### src/rtl/lcd_pkg.sv
// lcd_pkg: shared definitions for the HD44780-style LCD bus controller.
//   - lcd_state_t : controller FSM states
//   - LCD_*_BIT   : field positions inside the 32-bit LCD register word
//   - DEF_*_CYC   : default timing in clock cycles (50 MHz clock)
//   - lcd_cmd_t   : the subset of the word that actually drives the bus
package lcd_pkg;

  typedef enum logic [2:0] {
    ST_INIT,
    ST_IDLE,
    ST_SETUP,
    ST_PULSE,
    ST_HOLD,
    ST_WAIT
  } lcd_state_t;

  localparam int LCD_ON_BIT = 31;
  localparam int LCD_RW_BIT = 9;
  localparam int LCD_RS_BIT = 8;

  localparam int DEF_INIT_CYC  = 750000;
  localparam int DEF_SETUP_CYC = 4;
  localparam int DEF_EN_CYC    = 12;
  localparam int DEF_HOLD_CYC  = 2;
  localparam int DEF_EXEC_CYC  = 2000;
  localparam int DEF_CLEAR_CYC = 80000;

  typedef struct packed {
    logic       on;
    logic       rw;
    logic       rs;
    logic [7:0] data;
  } lcd_cmd_t;

  function automatic lcd_cmd_t word_to_cmd(input logic [31:0] w);
    lcd_cmd_t c;
    c.on   = w[LCD_ON_BIT];
    c.rw   = w[LCD_RW_BIT];
    c.rs   = w[LCD_RS_BIT];
    c.data = w[7:0];
    return c;
  endfunction

  function automatic int max_int(input int a, input int b);
    return (a > b) ? a : b;
  endfunction

endpackage

### src/rtl/lcd_timer.sv
// lcd_timer: loadable down-counter used to time every controller state.
// A state loaded with N lasts exactly N cycles: o_done is high while the
// count is 1, which is the last cycle of the state.
// Ports:
//   i_clk      clock
//   i_load     load i_load_val this edge (takes priority over counting)
//   i_load_val cycle count for the state being entered
//   o_done     last cycle of the current count
module lcd_timer #(
  parameter int CNT_W = 8
) (
  input  logic             i_clk,
  input  logic             i_load,
  input  logic [CNT_W-1:0] i_load_val,
  output logic             o_done
);

  logic [CNT_W-1:0] cnt;

  always_ff @(posedge i_clk) begin
    if (i_load) begin
      cnt <= i_load_val;
    end else if (cnt != '0) begin
      cnt <= cnt - CNT_W'(1);
    end
  end

  assign o_done = (cnt == CNT_W'(1));

endmodule

### src/rtl/lcd_ctrl.sv
// lcd_ctrl: turns each 32-bit word the CPU stores to the LCD register into an
// HD44780-style bus cycle (setup, EN pulse, hold, execution wait), with a
// power-on delay and a single-entry pending buffer.
// Ports:
//   i_clk, i_rst        clock, synchronous active-high reset
//   i_lcd_wr            one-cycle store strobe
//   i_lcd_word          [31] ON, [9] RW, [8] RS, [7:0] data
//   o_lcd_data/rs/rw/en LCD bus
//   o_lcd_on            display power/backlight
//   o_busy              high in INIT and any non-IDLE state
//   o_overflow          sticky: a word was dropped because pending was full
module lcd_ctrl
  import lcd_pkg::*;
#(
  parameter int INIT_CYC  = DEF_INIT_CYC,
  parameter int SETUP_CYC = DEF_SETUP_CYC,
  parameter int EN_CYC    = DEF_EN_CYC,
  parameter int HOLD_CYC  = DEF_HOLD_CYC,
  parameter int EXEC_CYC  = DEF_EXEC_CYC,
  parameter int CLEAR_CYC = DEF_CLEAR_CYC
) (
  input  logic        i_clk,
  input  logic        i_rst,
  input  logic        i_lcd_wr,
  input  logic [31:0] i_lcd_word,
  output logic [7:0]  o_lcd_data,
  output logic        o_lcd_rs,
  output logic        o_lcd_rw,
  output logic        o_lcd_en,
  output logic        o_lcd_on,
  output logic        o_busy,
  output logic        o_overflow
);

  localparam int MAX_CYC = max_int(max_int(max_int(INIT_CYC, SETUP_CYC),
                                           max_int(EN_CYC, HOLD_CYC)),
                                   max_int(max_int(EXEC_CYC, CLEAR_CYC), 1));
  localparam int CNT_W   = $clog2(MAX_CYC + 1);

  // A zero-length state would never see o_done, so it is stretched to 1.
  function automatic logic [CNT_W-1:0] cyc(input int n);
    return (n < 1) ? CNT_W'(1) : CNT_W'(n);
  endfunction

  lcd_state_t       state, nxt;
  lcd_cmd_t         pend_cmd, issue_cmd;
  logic             pend_vld;
  logic             take_wr, consume_pend, issue, pend_fill, is_clear;
  logic             tmr_load, tmr_done;
  logic [CNT_W-1:0] tmr_val;

  // Word bits outside ON/RW/RS/data are reserved and ignored.
  logic unused_word_bits;
  assign unused_word_bits = ^i_lcd_word[30:10];

  always_comb begin
    take_wr      = (state == ST_IDLE) && i_lcd_wr;
    // Pending is drained either from IDLE (no fresh write competing) or
    // directly at the end of WAIT, skipping IDLE entirely.
    consume_pend = pend_vld && (((state == ST_IDLE) && !i_lcd_wr) ||
                                ((state == ST_WAIT) && tmr_done));
    issue        = take_wr || consume_pend;
    issue_cmd    = take_wr ? word_to_cmd(i_lcd_word) : pend_cmd;
    // A write outside IDLE fills pending if it is empty or being emptied now.
    pend_fill    = i_lcd_wr && (state != ST_IDLE) && (!pend_vld || consume_pend);
    // Clear display (0x01) and return home (0x02/0x03) need the long wait.
    is_clear     = !o_lcd_rs && (o_lcd_data[7:2] == 6'd0) && (o_lcd_data != 8'd0);

    nxt = state;
    if (i_rst) begin
      nxt = ST_INIT;
    end else begin
      case (state)
        ST_INIT:  if (tmr_done) nxt = ST_IDLE;
        ST_IDLE:  if (issue)    nxt = ST_SETUP;
        ST_SETUP: if (tmr_done) nxt = ST_PULSE;
        ST_PULSE: if (tmr_done) nxt = ST_HOLD;
        ST_HOLD:  if (tmr_done) nxt = ST_WAIT;
        ST_WAIT:  if (tmr_done) nxt = pend_vld ? ST_SETUP : ST_IDLE;
        default:                nxt = ST_INIT;
      endcase
    end

    // No state ever transitions to itself, so a state change marks entry.
    tmr_load = i_rst || (nxt != state);
    case (nxt)
      ST_INIT:  tmr_val = cyc(INIT_CYC);
      ST_PULSE: tmr_val = cyc(EN_CYC);
      ST_HOLD:  tmr_val = cyc(HOLD_CYC);
      ST_WAIT:  tmr_val = is_clear ? cyc(CLEAR_CYC) : cyc(EXEC_CYC);
      default:  tmr_val = cyc(SETUP_CYC);
    endcase
  end

  lcd_timer #(
    .CNT_W(CNT_W)
  ) u_timer (
    .i_clk      (i_clk),
    .i_load     (tmr_load),
    .i_load_val (tmr_val),
    .o_done     (tmr_done)
  );

  always_ff @(posedge i_clk) begin
    if (i_rst) begin
      state      <= ST_INIT;
      o_lcd_data <= 8'd0;
      o_lcd_rs   <= 1'b0;
      o_lcd_rw   <= 1'b0;
      o_lcd_en   <= 1'b0;
      o_lcd_on   <= 1'b0;
      o_busy     <= 1'b1;
      o_overflow <= 1'b0;
      pend_vld   <= 1'b0;
    end else begin
      state    <= nxt;
      o_lcd_en <= (nxt == ST_PULSE);
      o_busy   <= (nxt != ST_IDLE);
      if (issue) begin
        {o_lcd_on, o_lcd_rw, o_lcd_rs, o_lcd_data} <= issue_cmd;
      end
      if (i_lcd_wr && (state != ST_IDLE)) begin
        if (pend_fill) pend_vld   <= 1'b1;
        else           o_overflow <= 1'b1;
      end else if (consume_pend) begin
        pend_vld <= 1'b0;
      end
    end
  end

  // Pending payload is qualified by pend_vld, so it needs no reset.
  always_ff @(posedge i_clk) begin
    if (pend_fill) begin
      pend_cmd <= word_to_cmd(i_lcd_word);
    end
  end

endmodule

### config.mk
export PLATFORM = sky130hd
export DESIGN_NAME = lcd_ctrl
export DESIGN_NICKNAME = d
export VERILOG_FILES = /design/src/rtl/lcd_pkg.sv /design/src/rtl/lcd_timer.sv /design/src/rtl/lcd_ctrl.sv
export SDC_FILE = /design/constraint.sdc
export NUM_CORES = 1
export LEC_CHECK = 0
export ABC_AREA = 1
export BUFFER_PORTS_ARGS = -buffer_cell sky130_fd_sc_hd__buf_4
export CORE_ASPECT_RATIO = 1.1
export CORE_MARGIN = 4
export CORE_UTILIZATION = 43
export CTS_BUF_LIST = sky130_fd_sc_hd__clkbuf_4
export CTS_CLUSTER_SIZE = 10
export DETAILED_ROUTE_END_ITERATION = 7
export PLACE_DENSITY_LB_ADDON = 0.2
export REMOVE_ABC_BUFFERS = 1
export SLEW_MARGIN = 25
export SYNTH_ARGS = -nofsm -noshare
export SYNTH_HDL_FRONTEND = slang
export SYNTH_SLANG_ARGS = --single-unit
### constraint.sdc
create_clock -name i_clk -period 8.6 [get_ports i_clk]
set_clock_uncertainty 0.2 [all_clocks]
set_input_delay 1.72 -clock i_clk [delete_from_list [all_inputs] [get_ports i_clk]]
set_output_delay 1.72 -clock i_clk [all_outputs]
set_load 0.01 [all_outputs]
==> metrics.md <==
| Metric | Value |
|---|---|
| Number of antenna violations at the first check in global routing | 0 |
| Area Overhead vs Synth | 11.0% |
| Avg Cell Area, Syn | 8.34 um^2 |
| P_leak | between 1 and 1.5 nW |
| Vias | 2107 |
| Vias per inst | ~5.1 |
| Port buffer count | 27 |
| Ports | 49 |
| Final Net Count | ~370 |
| ANT nets after route | 0 |
| Final Hold Fails | 0 |
| Slew HR | 0.366 |
| CP required | just over 8 ns |
| Status | finished, final reports clean |
| Fin. max-slew vios | 0 |
| Routed met2 length | 2.65 mm |
| Top_reg_cell synth | edfxtp_1 |
| Hold Path Class | reg -> reg |
| Period minus WS final | 3.75 ns |
| Seq/Total Area, Yosys | 0.493 |
| Register Area | 0.00129 mm^2 |
| Vias in the first global route | 2206 |
| Global placement routability congestion | 0.835 |
| Setup CP Type | in -> reg |
| Post-CTS Hold Fix Bufs | 0 |
| Core region area | about 0.0058 mm^2 |
| First-pass GRT wire length | approximately 9.4 mm |
| Overall Global Routing Usage | 0.158 |
| WL met3 | around 190 um |
| Pin count of the biggest net entering global routing | 23 |
| Initial drt markers | 108 |
| Worst slew pin tran | 0.948 ns |
| Initial core utilization | 0.448 |
| CP Max Fanout | 20 |
| Synth top area cells | edfxtp_1 36%, dfxtp_1 14%, nand2_1 9.2%, nand3_1 7.5%, nor2_1 5.2% |
| Layout cells sized above 1 | 0.169 |
| Cell Rows | 29 |
| Clock root buffer | clkbuf_4 |
| Die ar. | approximately 0.0074 mm^2 |
| Tcrit/Tclk final | 0.436 |
| DRC Markers | 0 |
| Async S/R FF share, synth | 0 |
| Worst vdd ir | 0.0000826 V |
| Filler instances | 584 |
| Setup repair bufs after CTS | 0 |
| Met1 wire length | 2.41 mm |
| Per-cell routed wire length | 12.9 um |
| Share of Yosys cell area claimed by the top area cell type | 0.355 |
| Max Buffers Root-to-Sink | 2 |
| Die width | 82.4 um |
| Synth area leader | edfxtp_1 |
| Setup violators final | 0 |
| N_diodes | 0 |
| Setup ws final | 4.85 ns |
| DR top layer | met4 |
| Overall die height | 89.9 um |
| Total gr overflow | 0 |
| Total power per unit cell area | 145 mW/mm^2 |
| Number of distinct library cells after synthesis | 32 |
| Clock slew at reported path FFs | 0.13 ns |
| PnR Total Power | 0.000422 W |
| Num CTS Buffers | 5 |
| Clk sinks | 49 |
| Max Cap Violations | 0 |
| Post-synth EDFFs | 31 |
| Sum of negative setup slack | 0 ns |
| Min Hold Slack | 0.292 ns |
| Endpoint type of the worst setup path | flop |
| Clk_lat worst skew | 0.35 ns |
| Synth Instances | 314 |
| PostCTS Resize Cnt | 0 |
| Placed wire-length estimate | 3.92 mm |
| Worst setup SP type | primary input |
| Routed WL | between 5 and 6 mm |
| Final Util | 0.498 |
| Most common cell after layout, fill and taps aside | nand2_1 |
| Unrepaired setup endpoints after global routing | no |
| Arr. time, crit path | approximately 3.4 ns |
| Synthesized cell area | 0.00262 mm^2 |
| CTS tree | done |
| Seq cells post-synth | 49 |
| Pre-CTS WS | 4.40 ns |
| Area of the multi-input gates | 0.00115 mm^2 |
| Synth warn | 0 |
| FMAX | 0.267 GHz |
| Most frequent cells in the layout | 64 x nand2_1, 39 x nand3_1, 36 x nor2_1 |
| H-tree levels | 2 |
| Drt first pass iters | 4 |
[path summary, 6_finish.rpt]
path | startpoint | endpoint | slack (ns) | cells past startpoint
max | i_lcd_wr | u_timer.cnt[2] | 4.85 | 8
min | o_overflow | o_overflow | 0.29 | 1
max reg2reg | u_timer.cnt[0] | u_timer.cnt[2] | 5.38 | 12
min reg2reg | o_overflow | o_overflow | 0.29 | 1
[critical path, cell delays in order]
cell,delay (ns)
buf_4,0.18
inv_1,0.07
nand2_1,0.08
nor2_1,0.04
a21oi_1,0.21
nand3_1,0.16
nand2_4,0.21
nand3_1,0.71
[cell usage after synthesis, drive strengths merged (7+ instances only)]
cell type	count
edfxtp	31
nor2	43
inv	28
nand3	39
xor2	9
a31oi	11
xnor2	7
dfxtp	18
o21ai	17
nand2	71
buf	7
nor3	9
[registers in the layout, indices dropped and copies added (netlist names)]
name,count
pend_vld,1
state,3
o_lcd_data,8
pend_cmd,11
o_busy,1
o_lcd_rs,1
u_timer.cnt,20
o_lcd_rw,1
o_lcd_en,1
o_overflow,1
o_lcd_on,1
[metal layers]
metal,track usage,vias up
li1,-,1092
met1,0.185,971
met2,0.276,36
met3,0.0370,8
met4,0.0485,0
met5,0,-
[layout make-up]
| cell class | instances | area share |
|---|---|---|
| Clock buffer | 5 | 0.0129 |
| Clock inverter | 3 | 0.00430 |
| Inverter | 28 | 0.0361 |
| Multi-Input combinational cell | 224 | 0.397 |
| Sequential cell | 49 | 0.444 |
| Tap cell | 77 | 0.0331 |
| Timing Repair Buffer | 28 | 0.0723 |
[metrics by stage]
| stage | std cells | instance area, um^2 |
|---|---|---|
| finish | 414 | 2910 |
| global route | 414 | 2910 |
| CTS | 414 | 2910 |
| detailed placement | 406 | 2860 |
| global placement | 406 | 2860 |
| floorplan | 301 | 2550 |
[report_power, final]
| group | internal (W) | switching (W) | leakage, nW |
|---|---|---|---|
| Sequential | 0.000263 | 0.0000102 | 0.467 |
| Combinational | 0.0000218 | 0.0000277 | 0.777 |
| Clock | 0.0000300 | 0.0000695 | 0.0327 |
| Total | 0.000314 | 0.000107 | 1.28 |
[cells by family after synthesis]
| logic type | after synthesis | synth area share |
|---|---|---|
| and+or+nand+nor | 170 | 0.298 |
| buffers and inverters | 41 | 0.0659 |
| adders and majority gates | 2 | 0.00955 |
| AOI/OAI and AO/OA | 36 | 0.0803 |
| DFF | 49 | 0.493 |
| xor gates and xnor gates | 16 | 0.0535 |
No activity file was read; power rests on OpenSTA's default activity.
